[config.mk]
export PLATFORM = sky130hd
export DESIGN_NAME = if_fetch
export DESIGN_NICKNAME = d
export VERILOG_FILES = /design/src/rtl/if_fetch.sv
export SDC_FILE = /design/constraint.sdc
export NUM_CORES = 1
export LEC_CHECK = 0
export BUFFER_PORTS_ARGS = -buffer_cell sky130_fd_sc_hd__buf_4
export CORE_MARGIN = 5
export CORE_UTILIZATION = 33
export DETAILED_ROUTE_END_ITERATION = 8
export PLACE_DENSITY = 0.53
export SLEW_MARGIN = 15
export SYNTH_ARGS = -nofsm -noshare
export SYNTH_HDL_FRONTEND = slang
export SYNTH_SLANG_ARGS = --single-unit
[constraint.sdc]
create_clock -name clk -period 3.2 [get_ports clk]
set_input_delay 0.48 -clock clk [delete_from_list [all_inputs] [get_ports clk]]
set_output_delay 0.48 -clock clk [all_outputs]
set_load 0.1 [all_outputs]
[src/rtl/if_fetch.sv]
// Instruction-fetch stage: owns the PC, masters the instruction bus with req/ack,
// and hands {pc, inst} to IF/ID while honouring branch delay slots and flush redirects.
module if_fetch #(
    parameter logic [31:0] RESET_PC = 32'h0000_0000,
    parameter logic [31:0] PC_INC   = 32'd4
) (
    input  logic        clk,
    input  logic        rst,
    input  logic [5:0]  stall,
    input  logic        branch_flag_i,
    input  logic [31:0] branch_target_i,
    input  logic        flush,
    input  logic [31:0] new_pc,
    output logic        ibus_req,
    output logic [31:0] ibus_addr,
    input  logic        ibus_ack,
    input  logic [31:0] ibus_rdata,
    output logic        stallreq,
    output logic [31:0] if_pc,
    output logic [31:0] if_inst
);

    typedef enum logic [1:0] {IDLE, FETCH, DISCARD, READY} state_t;

    state_t      state, state_n;
    logic [31:0] pc, pc_n;
    logic [31:0] inst_buf, inst_buf_n;
    logic        pend_br, pend_br_n;
    logic [31:0] pend_tgt, pend_tgt_n;

    // Only the IF hold bit matters to this stage.
    logic unused_stall;
    assign unused_stall = ^stall[5:1];

    always_ff @(posedge clk) begin
        if (rst) begin
            state    <= IDLE;
            pc       <= RESET_PC;
            inst_buf <= '0;
            pend_br  <= 1'b0;
            pend_tgt <= '0;
        end else begin
            state    <= state_n;
            pc       <= pc_n;
            inst_buf <= inst_buf_n;
            pend_br  <= pend_br_n;
            pend_tgt <= pend_tgt_n;
        end
    end

    always_comb begin
        state_n    = state;
        pc_n       = pc;
        inst_buf_n = inst_buf;
        pend_br_n  = pend_br;
        pend_tgt_n = pend_tgt;
        unique case (state)
            IDLE: state_n = FETCH;
            FETCH: begin
                if (flush) begin
                    pend_br_n = 1'b0;
                    pc_n      = new_pc;
                    state_n   = ibus_ack ? FETCH : DISCARD;
                end else begin
                    // The outstanding fetch is the delay slot; keep it and remember the target.
                    if (branch_flag_i) begin
                        pend_br_n  = 1'b1;
                        pend_tgt_n = branch_target_i;
                    end
                    if (ibus_ack) begin
                        inst_buf_n = ibus_rdata;
                        state_n    = READY;
                    end
                end
            end
            DISCARD: begin
                if (flush)
                    pc_n = new_pc;
                if (ibus_ack)
                    state_n = FETCH;
            end
            READY: begin
                if (flush) begin
                    pc_n      = new_pc;
                    pend_br_n = 1'b0;
                    state_n   = FETCH;
                end else if (stall[0]) begin
                    if (branch_flag_i) begin
                        pend_br_n  = 1'b1;
                        pend_tgt_n = branch_target_i;
                    end
                end else begin
                    if (branch_flag_i)
                        pc_n = branch_target_i;
                    else if (pend_br)
                        pc_n = pend_tgt;
                    else
                        pc_n = pc + PC_INC;
                    pend_br_n = 1'b0;
                    state_n   = FETCH;
                end
            end
            default: state_n = IDLE;
        endcase
    end

    always_comb begin
        ibus_req  = 1'b0;
        ibus_addr = '0;
        stallreq  = 1'b0;
        if_pc     = '0;
        if_inst   = '0;
        if (state == FETCH || state == DISCARD) begin
            ibus_req  = 1'b1;
            ibus_addr = pc;
            stallreq  = 1'b1;
        end
        if (state == READY) begin
            if_pc   = pc;
            if_inst = inst_buf;
        end
    end

endmodule

[Word level (Yosys, flattened, before mapping)]
Index checks and enable logic that the tools add are counted.
Word-level totals
  logic and storage cells: 53
  output and inout port bits: 98
  bits in registers: 99
  input port bits: 107
Operators by class
  multiplexer cells: 27
  eq/ne operators: 10
  reduce and logical (&&, ||, !) cells: 9
  add/subtract/negate cells: 1
  bitwise gates (word level): 1
Operators by type and width (count)
  $mux 32: 12
  $pmux 32 s2: 2
  $add 32x3->32 const B: 1
  $mux 2: 6
  $reduce_and 3->1: 3
  $ne 2x2->1 const B: 4
  $pmux 2 s4: 1
  $ne 3x3->1 const B: 2
  $mux 1: 5
  $eq 2x2->1 const B: 2
  $reduce_and 4->1: 1
  $reduce_bool 2->1: 2
  $eq 2x1->1 const B: 1
  $logic_not 2->1: 1
  $ne 2x1->1 const B: 1
  $pmux 1 s2: 1
  $reduce_or 2->1: 1
  $logic_or 1x1->1: 1
  $not 1->1: 1

[Longest topological paths before layout]
Gate-level depths: netlist of run 1.
  depth after elaboration: 6
  gate-level depth with buffers: 9
  depth with buffers taken out: 7

[Worst setup path after synthesis of run 1]
OpenSTA, ideal clock, no wires.
  path kind: register to output
  start point: register state[0]
  end point: output ibus_addr[10]
  slack: 384 ps
  data required time: 2720 ps
  stages on the path, launching flop included: 5
  path buffers: 1
  arrival: 2336 ps
  cell sequence: dfxtp_1 > inv_1 > ha_1 > clkbuf_1 > nor2b_1
On the way
  word-level cells in the longest chain between the ends: 3
  elaborated cells between the ends (all ways): 4
  those cells by class: eq/ne (2); mux (1); reduce/logical (1)
RTL lines
  from (decl): line 25  | state_t state, state_n;
  from (signal assigned): line 43  | state <= state_n;
  $eq 2x1->1 / $eq 2x2->1 (equally long branches): line 113  | if (state == FETCH || state == DISCARD) begin
  $logic_or 1x1->1 *: line 113
  $mux 32 *: line 113
  to (decl): line 15  | output logic [31:0] ibus_addr,
Mark *: on every way between the ends. The rest lies on a longest branch, timed or not.

[Worst setup path in the final report of run 1]
  start point: register state[0]
  end point: output ibus_addr[16]
Same word-level chain as after synthesis.

==> results of run 1 <==
placed cells by master, fill, tap and decap left out, drive strengths merged, types with 3 or more instances in the layout:
master	instances
xor2	3
nand3	17
nand4	13
clkbuf	10
a221oi	5
o21a	3
o211ai	16
nor2b	34
a21oi	94
a211oi	10
o221ai	5
buf	222
o21ai	40
a31oi	13
and4	5
nor3	19
nor2	27
dfxtp	99
xnor2	6
nor4	9
or3	4
nand2	177
nand2b	11
and2	65
inv	10
and3	6
mux2i	12
ha	4
per-stage QoR:
stage                     instance area [um2]  cells
after floorplan                          5800    810
after global placement                   7490   1186
after detailed placement                 7490   1186
after CTS                                7810   1202
after global routing                     7810   1202
final                                    7810   1202
cells by family after synthesis:
| group | after synthesis | synth area share [%] |
|---|---|---|
| compound gates | 209 | 21.8 |
| fa+ha+maj | 4 | 0.862 |
| buf+inv | 81 | 5.56 |
| simple gates | 395 | 34.0 |
| flops | 99 | 34.2 |
| mux | 13 | 2.26 |
| xor+xnor | 9 | 1.36 |
sequential cells by signal, summed over array words and instances (netlist names):
signal	flops
inst_buf	32
pc	32
pend_br	1
pend_tgt	32
state	2
critical path, stage by stage (launching register included):
cell and delay (ps):
dfxtp_1 380, inv_1 60, ha_1 380, buf_4 290
nor2b_1 160, buf_4 300
routing by layer:
metal  wire length, um  global-route usage [%]
met4               292                    5.55
met2              9160                    29.8
met5                 0                       0
met3              2140                    6.30
met1              9280                    26.7
worst max-delay path by stage:
stage / start / end / depth (start not counted)
after global placement: branch_flag_i / pend_tgt[5] / 6
after detailed placement: state[0] / pc[24] / 8
after global routing: state[1] / pc[30] / 7
final: state[0] / ibus_addr[16] / 5
after floorplan: state[0] / ibus_addr[10] / 4
after CTS: state[0] / ibus_req / 5
area by class of cell:
class	count	area, um2	area share, %
Multi-Input combinational cell	630	3510	45.0
Sequential cell	99	1980	25.4
Timing Repair Buffer	222	1680	21.5
Tap cell	225	282	3.60
Clock buffer	10	229	2.93
Clock inverter	6	88.8	1.14
Inverter	10	37.5	0.480
report_power, final:
group	internal, mW	leakage [nW]	switching, mW
registers	1.31	0.807	0.104
logic	0.308	2.16	0.651
clock network	0.688	0.149	0.504
==> impl_metrics.csv, run 1 <==
group,metric,value,unit
critical_path,critical_path_class,"flip-flop to output port",
timing,fin_skew,10.8,ps
logic_synthesis,yosysSeqAreaShare,34.2,%
timing,hold_ws,374,ps
detailed_routing,drtAntennaViolNets,0,
logic_synthesis,syn_area,0.00580,mm2
grt,grt_pass1_wl,31700,um
critical_path,setup.worst_path.start_class,"flip-flop",
place,portBuffers,199,
logic_synthesis,synth-seq-cells,99,
pwr,peakVddDrop,310,uV
finish,nFillCells,1822,
clock_network,cts_tree,"done",
logic_synthesis,synthArstFlopShare,0,%
place,globalplace.congestion,0.818,
clock_network,clkLatencyLatePin,350,ps
clock_network,cts_hold_buf,0,
timing,slew_headroom,51.8,%
critical_path,crit_path_max_fanout,31,
timing,post-route-period-util,75.3,%
finish,drive_above_1_share,25.8,%
detailed_routing,drt_iter0_drc,365,
detailed_routing,drc,0,
critical_path,critPathRequiredTime,2720,ps
timing,slew_violations,0,
place,place_ws,883,ps
logic_synthesis,netlist_top_cells_count,"177 x nand2_1, 99 x dfxtp_1, 94 x a21oi_1",
timing,rsz0062_at_grt,"false",
timing,hold_viol,0,
min_path,hp-class,"primary input to flip-flop",
finish,n_antenna_cell,0,
critical_path,r2r-end,"pc[24]",
clock_network,path_clk_slew,70,ps
critical_path,reg2regPathDepth,8,
floorplan,dieHeight,143,um
clock_network,clkSinkCount,99,
floorplan,io_pins,205,
logic_synthesis,synth-edff-count,0,
grt,grt_start_max_net_pins,50,
grt,antenna_found_initial,0,
outcome,status,"finished clean",
grt,grt_pass1_vias,5717,
min_path,whs_path_depth,3,
timing,worst_pin_slew,717,ps
clock_network,root_buffer,"clkbuf_16",
logic_synthesis,synth_nets,921,
clock_network,post-cts-setup-buffer-count,0,
detailed_routing,drt_pass1_iterations,4,
pwr,total_power,3.56,mW
timing,fin_setup_tns,0,ps
finish,final_core_util,45.2,%
floorplan,core,0.0173,mm2
min_path,min_to,"inst_buf[4]",
min_path,min_from,"ibus_rdata[4]",
logic_synthesis,ys.flop_type,"dfxtp_1",
logic_synthesis,post-synth-top-count-cell,"nand2_1",
logic_synthesis,post_synth_num_cell_types,63,
place,hpwlAfterDp,14600,um
run,cap_violations,0,
floorplan,die_area,0.0203,mm2
critical_path,timing.rr.start,"state[0]",
floorplan,die_w,143,um
pwr,power_density,456,mW/mm2
logic_synthesis,yosys.area.top_type_share,34.2,%
logic_synthesis,synth_area_per_cell,7.16,um2
critical_path,crit_arrival,1930,ps
timing,post-route-min-period,2410,ps
detailed_routing,vias,6250,
detailed_routing,wire_per_inst,17.4,um
logic_synthesis,postSynthCellCount,810,
floorplan,initial_core_util,33.6,%
logic_synthesis,yosysTopAreaCell,"dfxtp_1",
grt,grt_overflow,0,
detailed_routing,wl,20900,um
grt,grt_util_all_layers,19.6,%
floorplan,rows,48,
critical_path,reg2reg_slack,870,ps
detailed_routing,via_per_inst,5.20,
clock_network,htree_num_levels,3,
logic_synthesis,ys_warn_count,0,
critical_path,end_kind,"output port",
clock_network,ctsLongestPathBuffers,2,
clock_network,cts-buffers-inserted,9,
timing,fmax,415,MHz
finish,areaGrowthSynthToFinish,34.6,%
timing,worst_slack,789,ps
finish,final_nets,1083,
timing,finalSetupViolCount,0,
pwr,p_leak,3.12,nW
clock_network,cts-resized-gates,0,
logic_synthesis,synthTopCellsByArea,"dfxtp_1 34%, nand2_1 11%, a21oi_1 8.1%, and2_1 7.0%, clkbuf_1 3.7%",
Note: power is estimated with default switching activity, not from simulation.
==> run 2: changes to the inputs <==
- clock period: 3.2 -> 2.5 ns (I/O delays scaled with it)
==> impl_metrics.csv, run 2 (synthesis gave the netlist of run 1 again) <==
group,metric,value,unit
timing,slew_violations,0,
floorplan,dieHeight,143,um
place,portBuffers,199,
place,globalplace.congestion,0.817,
floorplan,core,0.0173,mm2
finish,nFillCells,1824,
detailed_routing,drt_pass1_iterations,5,
place,hpwlAfterDp,15100,um
finish,stdcell_area,0.00792,mm2
timing,hold_viol,0,
clock_network,root_buffer,"clkbuf_16",
critical_path,crit_path_max_fanout,38,
finish,final_core_util,45.8,%
critical_path,critPathRequiredTime,2120,ps
grt,antenna_found_initial,0,
floorplan,io_pins,205,
detailed_routing,vias,6307,
clock_network,clkSinkCount,99,
pwr,p_comb_share,28.9,%
pwr,power.internal,2.79,mW
finish,final_nets,1099,
finish,top_regs,"inst_buf x32, pc x32, pend_tgt x32",
floorplan,die_w,143,um
place,dpl_cell_area,0.00764,mm2
pwr,pwr-share-seq,40.5,%
timing,fmax,439,MHz
finish,final_common_cell,"buf_4",
pwr,netSwitchingPower,1.65,mW
pwr,total_power,4.43,mW
detailed_routing,drtAntennaViolNets,0,
timing,hold_ws,264,ps
clock_network,cts_hold_buf,0,
outcome,status,"finished clean",
critical_path,critical_path_class,"flip-flop to output port",
pwr,power_density,560,mW/mm2
timing,post-route-min-period,2280,ps
min_path,whs_path_depth,3,
timing,worst_slack,223,ps
detailed_routing,wire_per_inst,17.3,um
timing,rsz0062_at_grt,"false",
finish,areaGrowthSynthToFinish,36.4,%
clock_network,ctsLongestPathBuffers,2,
grt,grt_pass1_wl,32500,um
floorplan,rows,48,
pwr,peakVddDrop,377,uV
grt,grt_util_all_layers,20.1,%
clock_network,cts-resized-gates,0,
finish,drive_above_1_share,27.0,%
detailed_routing,via_per_inst,5.18,
timing,slew_headroom,62.5,%
grt,grt_start_max_net_pins,71,
finish,final_cell_mix,"235 x buf_4, 177 x nand2_1, 99 x dfxtp_1",
floorplan,die_area,0.0203,mm2
critical_path,crit_arrival,1900,ps
clock_network,post-cts-setup-buffer-count,0,
grt,grt_pass1_vias,5734,
clock_network,htree_num_levels,3,
critical_path,slowest_delay,390,ps
detailed_routing,wl,21100,um
clock_network,clkLatencyLatePin,350,ps
place,place_ws,284,ps
clock_network,cts_tree,"done",
run,cap_violations,0,
clock_network,path_clk_slew,70,ps
timing,worst_pin_slew,560,ps
critical_path,path_common_cell,"buf_4",
finish,n_antenna_cell,0,
pwr,p_leak,3.20,nW
detailed_routing,drt_iter0_drc,529,
clock_network,cts-buffers-inserted,9,
detailed_routing,drc,0,
timing,fin_skew,7.24,ps
pwr,switching_share,37.1,%
critical_path,end_kind,"output port",
pwr,p_clk_share,30.6,%
critical_path,crit_chain,"ha_2 > buf_4 > and2_1 > buf_4",
timing,finalSetupViolCount,0,
critical_path,reg2regPathDepth,6,
grt,grt_overflow,0,
timing,post-route-period-util,91.1,%
critical_path,slowest_stage,"dfxtp_1",
min_path,hp-class,"primary input to flip-flop",
critical_path,setup.worst_path.start_class,"flip-flop",
floorplan,initial_core_util,33.6,%
run 2: path summary, 6_finish.rpt:
path,from,endpoint,slack (ps)
min,ibus_rdata[2],inst_buf[2],260
max,state[1],if_inst[9],220
min reg2reg,inst_buf[31],inst_buf[31],450
max reg2reg,state[1],pc[14],250
run 2: critical path, delay by kind of cell (launching register included):
family                   cells  cell delay (ps)
adder cells (fa/ha/maj)      1              310
buffers and inverters        2              640
flip-flops                   1              390
AND/OR/NAND/NOR              1              190
run 2: final cells by class:
type	instances	area (um2)	area share [%]
tap	225	282	3.56
multi-input combinational	630	3510	44.4
clock inverter	6	50.0	0.632
timing repair buffer	238	1820	23.0
clock buffer	9	225	2.85
sequential	99	1980	25.0
inverter	10	37.5	0.474
run 2: metrics by stage:
step | TNS (ps) | cells
final | 0 | 1217
after global routing | 0 | 1217
after CTS | 0 | 1217
after detailed placement | 0 | 1202
after global placement | 0 | 1202
after floorplan | -5940 | 810
run 2: power groups by stage:
stage          Clock (mW)  Combinational (mW)  Sequential, mW
2_1_floorplan           0               0.880            1.78
3_3_place_gp            0                1.28            1.83
3_5_place_dp            0                1.28            1.83
4_1_cts              1.40                1.28            1.79
5_1_grt              1.46                1.38            1.81
6_report             1.36                1.28            1.80
run 2: routing by layer:
metal | GRT usage [%] | up-vias | part of all wire [%]
li1 | - | 3160 | -
met5 | 0 | - | 0
met3 | 5.66 | 21 | 10
met4 | 6.35 | 0 | 1.7
met1 | 28.6 | 2843 | 45
met2 | 29.5 | 283 | 43
